## src/rtl/icache_responder_pkg.sv

```systemverilog
// Shared types for the direct-mapped instruction cache: controller state,
// the fetch address split, and the layout of one cache frame.
package icache_responder_pkg;

    localparam int ICACHE_FRAMES = 16;
    localparam int ICACHE_IDX_W  = $clog2(ICACHE_FRAMES);
    localparam int ICACHE_TAG_W  = 30 - ICACHE_IDX_W;

    typedef enum logic [0:0] {
        IDLE = 1'b0,
        FILL = 1'b1
    } icache_state_t;

    typedef struct packed {
        logic [ICACHE_TAG_W-1:0] tag;
        logic [ICACHE_IDX_W-1:0] idx;
        logic [1:0]              bytoff;
    } icache_addr_t;

    typedef struct packed {
        logic                    valid;
        logic [ICACHE_TAG_W-1:0] tag;
        logic [31:0]             data;
    } icache_frame_t;

endpackage

```

## src/rtl/icache_responder_if.sv

```systemverilog
// Fetch-side and memory-side signals of the instruction cache.
// slave is the cache's view; master is the view of whatever drives it
// (fetch stage plus memory controller, or a testbench).
interface icache_responder_if;

    logic        dp_iREN;
    logic [31:0] dp_iaddr;
    logic        dp_ihit;
    logic [31:0] dp_iload;
    logic        mem_iREN;
    logic [31:0] mem_iaddr;
    logic        mem_iwait;
    logic [31:0] mem_iload;

    modport slave (
        input  dp_iREN, dp_iaddr, mem_iwait, mem_iload,
        output dp_ihit, dp_iload, mem_iREN, mem_iaddr
    );

    modport master (
        output dp_iREN, dp_iaddr, mem_iwait, mem_iload,
        input  dp_ihit, dp_iload, mem_iREN, mem_iaddr
    );

endinterface

```

## src/rtl/icache_responder_frame_array.sv

```systemverilog
// Storage for the one-word cache frames: valid bits with asynchronous and
// bulk clear, tag and data words, one combinational read port and one
// write port. A bulk clear in the same cycle as a write drops the write.
module icache_frame_array #(
    parameter int NFRAMES = 16,
    parameter int IDX_W   = $clog2(NFRAMES),
    parameter int TAG_W   = 30 - IDX_W
) (
    input  logic             CLK,
    input  logic             RST,
    input  logic             clear,
    input  logic             wr_en,
    input  logic [IDX_W-1:0] wr_idx,
    input  logic [TAG_W-1:0] wr_tag,
    input  logic [31:0]      wr_data,
    input  logic [IDX_W-1:0] rd_idx,
    output logic             rd_valid,
    output logic [TAG_W-1:0] rd_tag,
    output logic [31:0]      rd_data
);

    logic [NFRAMES-1:0] valid_q;
    logic [TAG_W-1:0]   tag_q  [NFRAMES];
    logic [31:0]        data_q [NFRAMES];

    // Valid bits: reset and flush wipe every frame, a fill marks one frame.
    always_ff @(posedge CLK or posedge RST) begin
        if (RST) begin
            valid_q <= '0;
        end else if (clear) begin
            valid_q <= '0;
        end else if (wr_en) begin
            valid_q[wr_idx] <= 1'b1;
        end
    end

    // Tag and data need no reset; they mean nothing until the valid bit is set.
    always_ff @(posedge CLK) begin
        if (wr_en && !clear) begin
            tag_q[wr_idx]  <= wr_tag;
            data_q[wr_idx] <= wr_data;
        end
    end

    assign rd_valid = valid_q[rd_idx];
    assign rd_tag   = tag_q[rd_idx];
    assign rd_data  = data_q[rd_idx];

endmodule

```

## src/rtl/icache_responder.sv

```systemverilog
// Direct-mapped instruction cache. Hits answer in the request cycle; a miss
// latches the word address and fetches it with one memory read, then the
// request is re-evaluated against the freshly written frame.
module icache_responder
    import icache_responder_pkg::*;
#(
    parameter  int NFRAMES = ICACHE_FRAMES,
    localparam int IDX_W   = $clog2(NFRAMES),
    localparam int TAG_W   = 30 - IDX_W
) (
    input  logic                CLK,
    input  logic                RST,
    input  logic                flush,
    icache_responder_if.slave   bus,
    output logic [31:0]         hit_cnt,
    output logic [31:0]         miss_cnt
);

    icache_state_t state, next_state;

    logic [29:0]      miss_word;
    logic [TAG_W-1:0] req_tag;
    logic [IDX_W-1:0] req_idx;
    logic [TAG_W-1:0] fill_tag;
    logic [IDX_W-1:0] fill_idx;

    logic             rd_valid;
    logic [TAG_W-1:0] rd_tag;
    logic [31:0]      rd_data;

    logic             hit;
    logic             miss;
    logic             fill_we;
    logic             dp_ihit;
    logic [31:0]      dp_iload;
    logic             mem_iREN;
    logic [31:0]      mem_iaddr;
    logic             unused_bytoff;

    assign req_tag       = bus.dp_iaddr[31:IDX_W+2];
    assign req_idx       = bus.dp_iaddr[IDX_W+1:2];
    assign fill_tag      = miss_word[29:IDX_W];
    assign fill_idx      = miss_word[IDX_W-1:0];
    assign unused_bytoff = ^bus.dp_iaddr[1:0];

    icache_frame_array #(
        .NFRAMES (NFRAMES),
        .IDX_W   (IDX_W),
        .TAG_W   (TAG_W)
    ) u_frames (
        .CLK      (CLK),
        .RST      (RST),
        .clear    (flush),
        .wr_en    (fill_we),
        .wr_idx   (fill_idx),
        .wr_tag   (fill_tag),
        .wr_data  (bus.mem_iload),
        .rd_idx   (req_idx),
        .rd_valid (rd_valid),
        .rd_tag   (rd_tag),
        .rd_data  (rd_data)
    );

    // State register; reset abandons any fill in flight.
    always_ff @(posedge CLK or posedge RST) begin
        if (RST) begin
            state <= IDLE;
        end else begin
            state <= next_state;
        end
    end

    // Next state: a miss starts a fill; flush or returned data ends it.
    always_comb begin
        next_state = state;
        case (state)
            IDLE: if (miss) next_state = FILL;
            FILL: if (flush || !bus.mem_iwait) next_state = IDLE;
            default: next_state = IDLE;
        endcase
    end

    // Outputs: hit lookup only in IDLE, memory request only in FILL.
    always_comb begin
        hit       = 1'b0;
        miss      = 1'b0;
        fill_we   = 1'b0;
        dp_ihit   = 1'b0;
        dp_iload  = '0;
        mem_iREN  = 1'b0;
        mem_iaddr = '0;
        case (state)
            IDLE: begin
                hit      = bus.dp_iREN && rd_valid && (rd_tag == req_tag) && !flush;
                miss     = bus.dp_iREN && !hit && !flush;
                dp_ihit  = hit;
                dp_iload = hit ? rd_data : '0;
            end
            FILL: begin
                mem_iREN  = 1'b1;
                mem_iaddr = {miss_word, 2'b00};
                fill_we   = !bus.mem_iwait && !flush;
            end
            default: ;
        endcase
    end

    // Miss address capture and the free-running hit/miss counters.
    always_ff @(posedge CLK or posedge RST) begin
        if (RST) begin
            miss_word <= '0;
            hit_cnt   <= '0;
            miss_cnt  <= '0;
        end else begin
            if (miss) begin
                miss_word <= bus.dp_iaddr[31:2];
                miss_cnt  <= miss_cnt + 32'd1;
            end
            if (hit) begin
                hit_cnt <= hit_cnt + 32'd1;
            end
        end
    end

    assign bus.dp_ihit   = dp_ihit;
    assign bus.dp_iload  = dp_iload;
    assign bus.mem_iREN  = mem_iREN;
    assign bus.mem_iaddr = mem_iaddr;

endmodule
```

## src/flat_wrapper.sv

```systemverilog
// flat-port wrapper written by rule: the top's interface ports become plain ports
module icache_responder_flat import icache_responder_pkg::*;
#(
    parameter  int NFRAMES = ICACHE_FRAMES,
    localparam int IDX_W   = $clog2(NFRAMES),
    localparam int TAG_W   = 30 - IDX_W
)
  (CLK, RST, flush, hit_cnt, miss_cnt, bus_dp_iREN, bus_dp_iaddr, bus_mem_iwait, bus_mem_iload, bus_dp_ihit, bus_dp_iload, bus_mem_iREN, bus_mem_iaddr);
  icache_responder_if bus_i ();
  input  logic CLK;
  input  logic RST;
  input  logic flush;
  output logic [31:0] hit_cnt;
  output logic [31:0] miss_cnt;
  input wire logic [$bits(bus_i.dp_iREN)-1:0] bus_dp_iREN;
  input wire logic [$bits(bus_i.dp_iaddr)-1:0] bus_dp_iaddr;
  input wire logic [$bits(bus_i.mem_iwait)-1:0] bus_mem_iwait;
  input wire logic [$bits(bus_i.mem_iload)-1:0] bus_mem_iload;
  output wire logic [$bits(bus_i.dp_ihit)-1:0] bus_dp_ihit;
  output wire logic [$bits(bus_i.dp_iload)-1:0] bus_dp_iload;
  output wire logic [$bits(bus_i.mem_iREN)-1:0] bus_mem_iREN;
  output wire logic [$bits(bus_i.mem_iaddr)-1:0] bus_mem_iaddr;
  assign bus_i.dp_iREN = bus_dp_iREN;
  assign bus_i.dp_iaddr = bus_dp_iaddr;
  assign bus_i.mem_iwait = bus_mem_iwait;
  assign bus_i.mem_iload = bus_mem_iload;
  assign bus_dp_ihit = bus_i.dp_ihit;
  assign bus_dp_iload = bus_i.dp_iload;
  assign bus_mem_iREN = bus_i.mem_iREN;
  assign bus_mem_iaddr = bus_i.mem_iaddr;
  icache_responder #(.NFRAMES(NFRAMES)) u_core (.CLK(CLK), .RST(RST), .flush(flush), .bus(bus_i), .hit_cnt(hit_cnt), .miss_cnt(miss_cnt));
endmodule
```

## config.mk

```make
export PLATFORM = sky130hd
export DESIGN_NAME = icache_responder_flat
export DESIGN_NICKNAME = d
export VERILOG_FILES = /design/src/rtl/icache_responder_pkg.sv /design/src/rtl/icache_responder_if.sv /design/src/rtl/icache_responder_frame_array.sv /design/src/rtl/icache_responder.sv /design/src/flat_wrapper.sv
export SDC_FILE = /design/constraint.sdc
export NUM_CORES = 1
export LEC_CHECK = 0
export ABC_AREA = 1
export BUFFER_PORTS_ARGS = -buffer_cell sky130_fd_sc_hd__buf_4
export CORE_MARGIN = 8
export CORE_UTILIZATION = 50
export DETAILED_ROUTE_END_ITERATION = 10
export PLACE_DENSITY = 0.67
export SYNTH_ARGS = -nofsm -noshare
export SYNTH_HDL_FRONTEND = slang
export SYNTH_SLANG_ARGS = --single-unit
export TNS_END_PERCENT = 1
```

## constraint.sdc

```tcl
create_clock -name CLK -period 6.58 [get_ports CLK]
set_clock_uncertainty 0.2 [all_clocks]
set_input_delay 0.987 -clock CLK [delete_from_list [all_inputs] [get_ports CLK]]
set_output_delay 0.987 -clock CLK [all_outputs]
set_load 0.05 [all_outputs]
```

==> metrics.yaml, run 1 <==
run_status:
  status: "complete, no violations"
route:
  dr_total_vias: 30500
  drt_iter0_drc: 3424
  wl_met3_microns: 8300
  drt-total-wl_microns: 117000
  viasPerCell: 5.67
  drtAntennaViolNets: 0
  wl_per_cell_microns: 21.8
  firstDrtPassIters: 6
  wl_met1_microns: 48800
  wl_met2_microns: 57000
  top_layer_used: "met5"
  drc_errors: 0
pwr:
  power_density_mw_per_mm2: 287
  power.share.switching_pct: 23.7
  switching_power_mw: 3.41
  clockPowerShare_pct: 41.0
  pwr-share-seq_pct: 52.4
  comb_power_share_pct: 6.6
  p_int_mw: 11.0
  ir_drop_mv: 0.222
  leakagePower_nw: 19.6
  total_power_mw: 14.4
worst_setup_path:
  slowest_stage: "clkinv_2"
  crit_path_start_kind: "primary input"
  criticalPathCategory: "primary input to output pin"
  path_max_fanout: 31
  cp.required_ns: 5.39
  crit_chain: "buf_4 -> clkinv_2 -> nand3_1 -> nand3_1 -> nand2_1 -> nand2_1 -> nor2_1 -> nand3_1 -> nor2_4 -> nand2_4 -> buf_4 -> inv_2 -> buf_4"
  max_stage_delay_ns: 0.80
  end_kind: "output pin"
  cp.arrival_ns: 4.75
final_layout:
  fillers: 7294
  syn_to_final_growth_pct: 13.9
  layout-drive-gt1-share_pct: 10.7
  fin_nets: 4203
  fin_util_pct: 57.1
placed_design:
  hpwlAfterDp_microns: 62700
  io_buffers: 194
  globalplace.congestion: 0.858
clocking:
  cts_buffers: 104
  clockBufferDepth: 3
  clk_pin_slew_ns: 0.06
  cts.htree.levels: 3
  postCtsHoldBufs: 0
  clk_latency_ns: 0.70
  clock-sinks: 1039
  cts_tree: "done"
  cts_root_buffer: "clkbuf_16"
  cts_resized: 0
  post_cts_buffers: 0
synth:
  avgSynthCellArea_sq_um: 11.0
  synth_cell_types: 36
  ys.flop_type: "edfxtp_1"
  synth_top_cell_by_area: "edfxtp_1"
  synth-async-reset-ratio_pct: 10.7
  synth_seq_cells: 1039
  synth_top_area_share_pct: 63.3
  synth_edf_count: 928
  yosys-top-cells-area: "edfxtp_1 63%, nand2_1 10%, dfrtp_1 6.3%"
  yosys-top-cells-count: "1,206 x nand2_1, 928 x edfxtp_1, 349 x nand3_1"
  synth_most_common_cell: "nand2_1"
  syn_inst: 4001
  ys_warn_count: 0
  syn_area_sq_mm: 0.0440
  synth_seq_area_share_pct: 69.6
job:
  cap_violations: 0
sta:
  slew_headroom_pct: 14.9
  setup_tns_ns: 0
  min_period_ns: 5.94
  max_freq_mhz: 168
  period_share_pct: 90.2
  setup_viol: 0
  hold_violations: 0
  tightest_slew_ns: 1.27
  grt_setup_unrepaired: "no"
  finalMaxSlewViolations: 0
  hold_slack_ns: 0.243
die:
  die_width_microns: 313
  io_pins: 199
  die_area_sq_mm: 0.0978
  core_sq_mm: 0.0878
  start_util_pct: 50.1
  die_h_microns: 313
  rows: 109
worst_hold_path:
  hold_class: "primary input to async pin"
grt:
  grt_pass1_vias: 29300
  grt_pass1_wl_microns: 177000
  antenna_found_initial: 4
  grt_usage_pct: 23.2
  grt_max_degree: 160
  grt_overflow: 0
-- layout by cell type, fill, tap and decap left out, types with 14 or more instances in the layout --
master     count
nand2_1     1206
edfxtp_1     928
nand3_1      349
inv_1        296
a21oi_1      266
buf_4        255
nor2_1       179
a221oi_1     117
dfrtp_1      110
clkbuf_16    104
nand4_1       94
o21ai_0       72
clkbuf_1      24
clkinv_2      19
xor2_1        18
o211ai_1      17
nor2_4        17
nor3_1        16
nor4_1        14
-- cell families after synthesis --
kind of cell | after synthesis | share of synthesized area (%)
AOI/OAI and AO/OA | 498 | 6.84
xor gates and xnor gates | 31 | 0.617
adders and majority gates | 2 | 0.0568
buffers and inverters | 547 | 5.06
DFF | 1039 | 69.6
other | 1 | 0.00852
and+or+nand+nor | 1883 | 17.8
-- per-layer routing --
metal / GRT usage, % / vias to the layer above
li1: - / 14200
met1: 31.6 / 15000
met2: 38.2 / 1119
met3: 3.54 / 208
met4: 7.81 / 4
met5: 0 / -
-- power by group through the flow --
stage	clock network (mW)	registers (mW)	logic (mW)
4_1_cts	5.98	7.53	0.950
2_1_floorplan	0	7.64	0.576
3_3_place_gp	0	7.67	0.934
5_1_grt	6.24	7.55	1.04
6_report	5.90	7.54	0.951
3_5_place_dp	0	7.67	0.947
-- worst paths after layout --
kind	slack, ns	depth (start not counted)	start	end
hold / removal	0.24	2	RST	u_core.miss_cnt[15]
setup / recovery	0.64	13	bus_dp_iaddr[5]	bus_dp_ihit
hold reg to reg	0.29	2	u_core.u_frames.valid_q[15]	u_core.u_frames.valid_q[15]
max in group asynchronous	4.57	3	RST	u_core.miss_word[10]
setup reg to reg	2.72	5	u_core.state	u_core.u_frames.data_q[7][3]
min in group CLK	0.29	2	u_core.u_frames.valid_q[15]	u_core.u_frames.valid_q[15]
-- worst max-delay path: cells and delay by family --
family	cells	cell delay, ns
buffers and inverters	5	2.04
and+or+nand+nor	8	1.69
-- state kept, by name, indices dropped and copies added (netlist names) --
signal	flops
u_core.miss_cnt	32
u_core.state	1
u_core.u_frames.data_q	512
u_core.miss_word	30
u_core.u_frames.tag_q	416
u_core.u_frames.valid_q	16
u_core.hit_cnt	32
-- cell type report --
| type | count | area, sq um | share of cell area [%] |
|---|---|---|---|
| sequential | 1039 | 30600 | 61.1 |
| multi-input combinational | 2416 | 11300 | 22.5 |
| clock buffer | 140 | 2860 | 5.70 |
| timing repair buffer | 265 | 2090 | 4.18 |
| tap | 1165 | 1460 | 2.91 |
| inverter | 306 | 1170 | 2.34 |
| clock inverter | 52 | 618 | 1.23 |
| antenna | 2 | 5.00 | 0.00999 |
-- metrics by stage --
step                instances  area (sq um)  setup slack (ns)
detailed placement       5191         46600             0.691
global route             5385         50100             0.515
finish                   5385         50100             0.644
CTS                      5383         50100             0.664
global placement         5191         46600             0.671
floorplan                4002         44000              1.85
Power figures use the tool's default switching activity.
==> inputs of run 2 (changes only) <==
==> constraint.sdc (replaced) <==
create_clock -name CLK -period 6.58 [get_ports CLK]
set_clock_uncertainty 0.2 [all_clocks]
set_input_delay 1.316 -clock CLK [delete_from_list [all_inputs] [get_ports CLK]]
set_output_delay 1.316 -clock CLK [all_outputs]
set_load 0.05 [all_outputs]
==> run 2 against run 1 <==
Maximum frequency down 4.6%. Non-clock buffer count is 6 higher. Sequential cell count unchanged. Critical path type unchanged. Register-to-register slack better by 0.15 ns. Design area is essentially flat. Largest cell class unchanged. Global-route usage fell by 0.079 points.
==> metrics.yaml, run 2 (synthesis results as in run 1) <==
worst_setup_path:
  reg2reg_slack_ns: 2.87  # +0.15 ns
  r2r-start: "u_core.state"
  path_buf_inv: 4  # -1
  end_kind: "output pin"
  critPathLaunch: "bus_dp_iaddr[3]"
  crit_chain: "clkbuf_8 -> inv_8 -> buf_12 -> nand2_1 -> nand3_1 -> nand3_1 -> nand2_1 -> nand2_1 -> nand2_1 -> nand2_1 -> nor2_1 -> nand3_1 -> nor2_4 -> nand2_4 -> a21oi_1 -> buf_4"
  max_stage_delay_ns: 0.54  # -0.26 ns
  r2r_end: "u_core.u_frames.tag_q[0][6]"
  path_max_fanout: 56  # +81%
  ff2ff_path_depth: 6  # +1
  cpMostUsedCell: "nand2_1"
  slowest_stage: "a21oi_1"
  criticalPathCategory: "primary input to output pin"
  cp.required_ns: 5.06  # -0.33 ns
  path_delay_family: "simple AND/OR/NAND/NOR gates"
  cp.arrival_ns: 4.71  # -0.04 ns
  crit_path_start_kind: "primary input"
final_layout:
  fin_nets: 4211  # +0.19%
  syn_to_final_growth_pct: 13.8  # about the same
  layout-drive-gt1-share_pct: 10.6  # -0.15 points
  top_regs: "u_core.u_frames.data_q x512, u_core.u_frames.tag_q x416"
  top_register: "u_core.u_frames.data_q"
  final_common_cell: "nand2_1"
  final_cell_mix: "1,206 x nand2_1, 928 x edfxtp_1, 349 x nand3_1"
  design_area_sq_mm: 0.0501  # about the same
  fin_util_pct: 57.0  # about the same
  fillers: 7240  # -0.74%
  largest_register_ffs: 512  # unchanged
placed_design:
  hpwlAfterDp_microns: 62600  # -0.11%
  globalplace.congestion: 0.877  # +2.2%
  placed_area_sq_mm: 0.0468  # +0.36%
  place_ws_ns: 0.434  # -0.256 ns
  io_buffers: 194  # unchanged
route:
  wl_met1_microns: 48400  # -0.84%
  drt_iter0_drc: 3303  # -3.5%
  drt-total-wl_microns: 117000  # about the same
  dr_total_vias: 30600  # +0.28%
  wl_met3_microns: 8430  # +1.6%
  drc_errors: 0  # unchanged
  viasPerCell: 5.67  # about the same
  firstDrtPassIters: 6  # unchanged
  wl_met2_microns: 56800  # -0.36%
  wl_per_cell_microns: 21.7  # -0.25%
  top_layer_used: "met5"
  drtAntennaViolNets: 0  # unchanged
sta:
  slew_headroom_pct: 25.8  # +11 points
  setup_tns_ns: 0  # unchanged
  setup_viol: 0  # unchanged
  max_freq_mhz: 161  # -4.6%
  min_period_ns: 6.22  # +0.287 ns
  hold_violations: 0  # unchanged
  tightest_slew_ns: 1.11  # -0.161 ns
  setup_ws_ns: 0.356  # -0.287 ns
  grt_setup_unrepaired: "no"
  finalMaxSlewViolations: 0  # unchanged
  period_share_pct: 94.6  # +4.4 points
pwr:
  power_density_mw_per_mm2: 283  # -1.4%
  pwr-share-seq_pct: 53.1  # +0.7 points
  switching_power_mw: 3.36  # -1.6%
  clockPowerShare_pct: 40.1  # -0.9 points
  ir_drop_mv: 0.243  # +9.2%
  leakagePower_nw: 19.6  # about the same
  power.share.switching_pct: 23.7  # -0.045 points
  comb_power_share_pct: 6.8  # +0.2 points
  p_int_mw: 10.8  # -1.3%
worst_hold_path:
  hold_class: "flip-flop to flip-flop"
  min_to: "u_core.u_frames.valid_q[1]"
  hold_start: "u_core.u_frames.valid_q[1]"
  min_delay_path_depth: 2
die:
  start_util_pct: 50.1  # unchanged
  io_pins: 199  # unchanged
  core_sq_mm: 0.0878  # unchanged
  rows: 109  # unchanged
  die_area_sq_mm: 0.0978  # unchanged
  die_width_microns: 313  # unchanged
  die_h_microns: 313  # unchanged
grt:
  grt_max_degree: 102  # -36%
  grt_pass1_wl_microns: 177000  # -0.22%
  grt_usage_pct: 23.1  # -0.079 points
  antenna_found_initial: 7  # +3
  grt_pass1_vias: 29500  # +0.65%
  grt_overflow: 0  # unchanged
clocking:
  clk_pin_slew_ns: 0.06  # about the same
  cts_tree: "done"
  cts_buffers: 106  # +1.9%
  clock-sinks: 1039  # unchanged
  clockBufferDepth: 3  # unchanged
  clk_latency_ns: 0.68  # -0.02 ns
  cts.htree.levels: 3  # unchanged
  cts_root_buffer: "clkbuf_16"
  post_cts_buffers: 0  # unchanged
  postCtsHoldBufs: 0  # unchanged
  cts_resized: 0  # unchanged
job:
  cap_violations: 0  # unchanged
run_status:
  status: "complete, no violations"
-- run 2: cell types whose count changed in the layout (fill, tap and decap cells not counted), moves of 4 or more --
cell	delta
buf_12	+10
buf_4	-4
clkbuf_1	+6
clkbuf_8	-8
clkinv_1	+10
clkinv_16	-6
clkinv_2	+5
clkinvlp_4	-6
-- run 2: metrics by stage --
stage | std cells | total power [mW] | hold slack, ns
CTS | 5394 | 14.3 | 0.300
detailed placement | 5197 | 8.63 | 0.283
global placement | 5197 | 8.61 | 0.275
finish | 5397 | 14.2 | 0.294
global route | 5397 | 14.6 | 0.307
floorplan | 4002 | 8.21 | 0.261
-- run 2: worst register-to-register path, stage by stage, from the launching register on --
cell	delay, ns
dfrtp_2	0.38
buf_4	0.50
nand2_1	0.16
nor2_1	0.21
nand3_1	0.36
nor2_4	0.93
buf_4	0.57
-- run 2: how the worst max path moves through the flow --
| stage | end | slack [ns] | cells past startpoint |
|---|---|---|---|
| after global placement | bus_dp_iload[28] | 0.46 | 16 |
| after detailed placement | bus_dp_iload[3] | 0.43 | 18 |
| after CTS | bus_dp_iload[28] | 0.39 | 18 |
| after floorplan | bus_dp_iload[28] | 1.36 | 17 |
| final | bus_dp_iload[28] | 0.36 | 16 |
| after global routing | bus_dp_iload[28] | 0.16 | 16 |
-- run 2: per-layer routing --
metal	up-vias	track usage, %
met5	-	0
met4	8	8.35
met3	258	3.43
met2	1223	38.3
met1	14900	31.1
li1	14200	-
-- run 2: cell type report --
cell class              count  area, sq um  share of cell area [%]
inverters                 306         1170                    2.34
well taps                1165         1460                    2.91
repair buffers            271         2260                    4.52
multi-input cells        2416        11300                    22.5
diodes                      3         7.51                  0.0150
flip-flops and latches   1039        30600                    61.2
clock inverters            56          438                   0.874
clock buffers             141         2850                    5.68
-- run 2: power groups by stage --
stage	Combinational (mW)	Sequential [mW]	Clock (mW)
detailed placement	0.963	7.66	0
floorplan	0.576	7.64	0
CTS	0.968	7.53	5.77
global placement	0.950	7.66	0
global route	1.06	7.55	6.02
finish	0.969	7.53	5.69
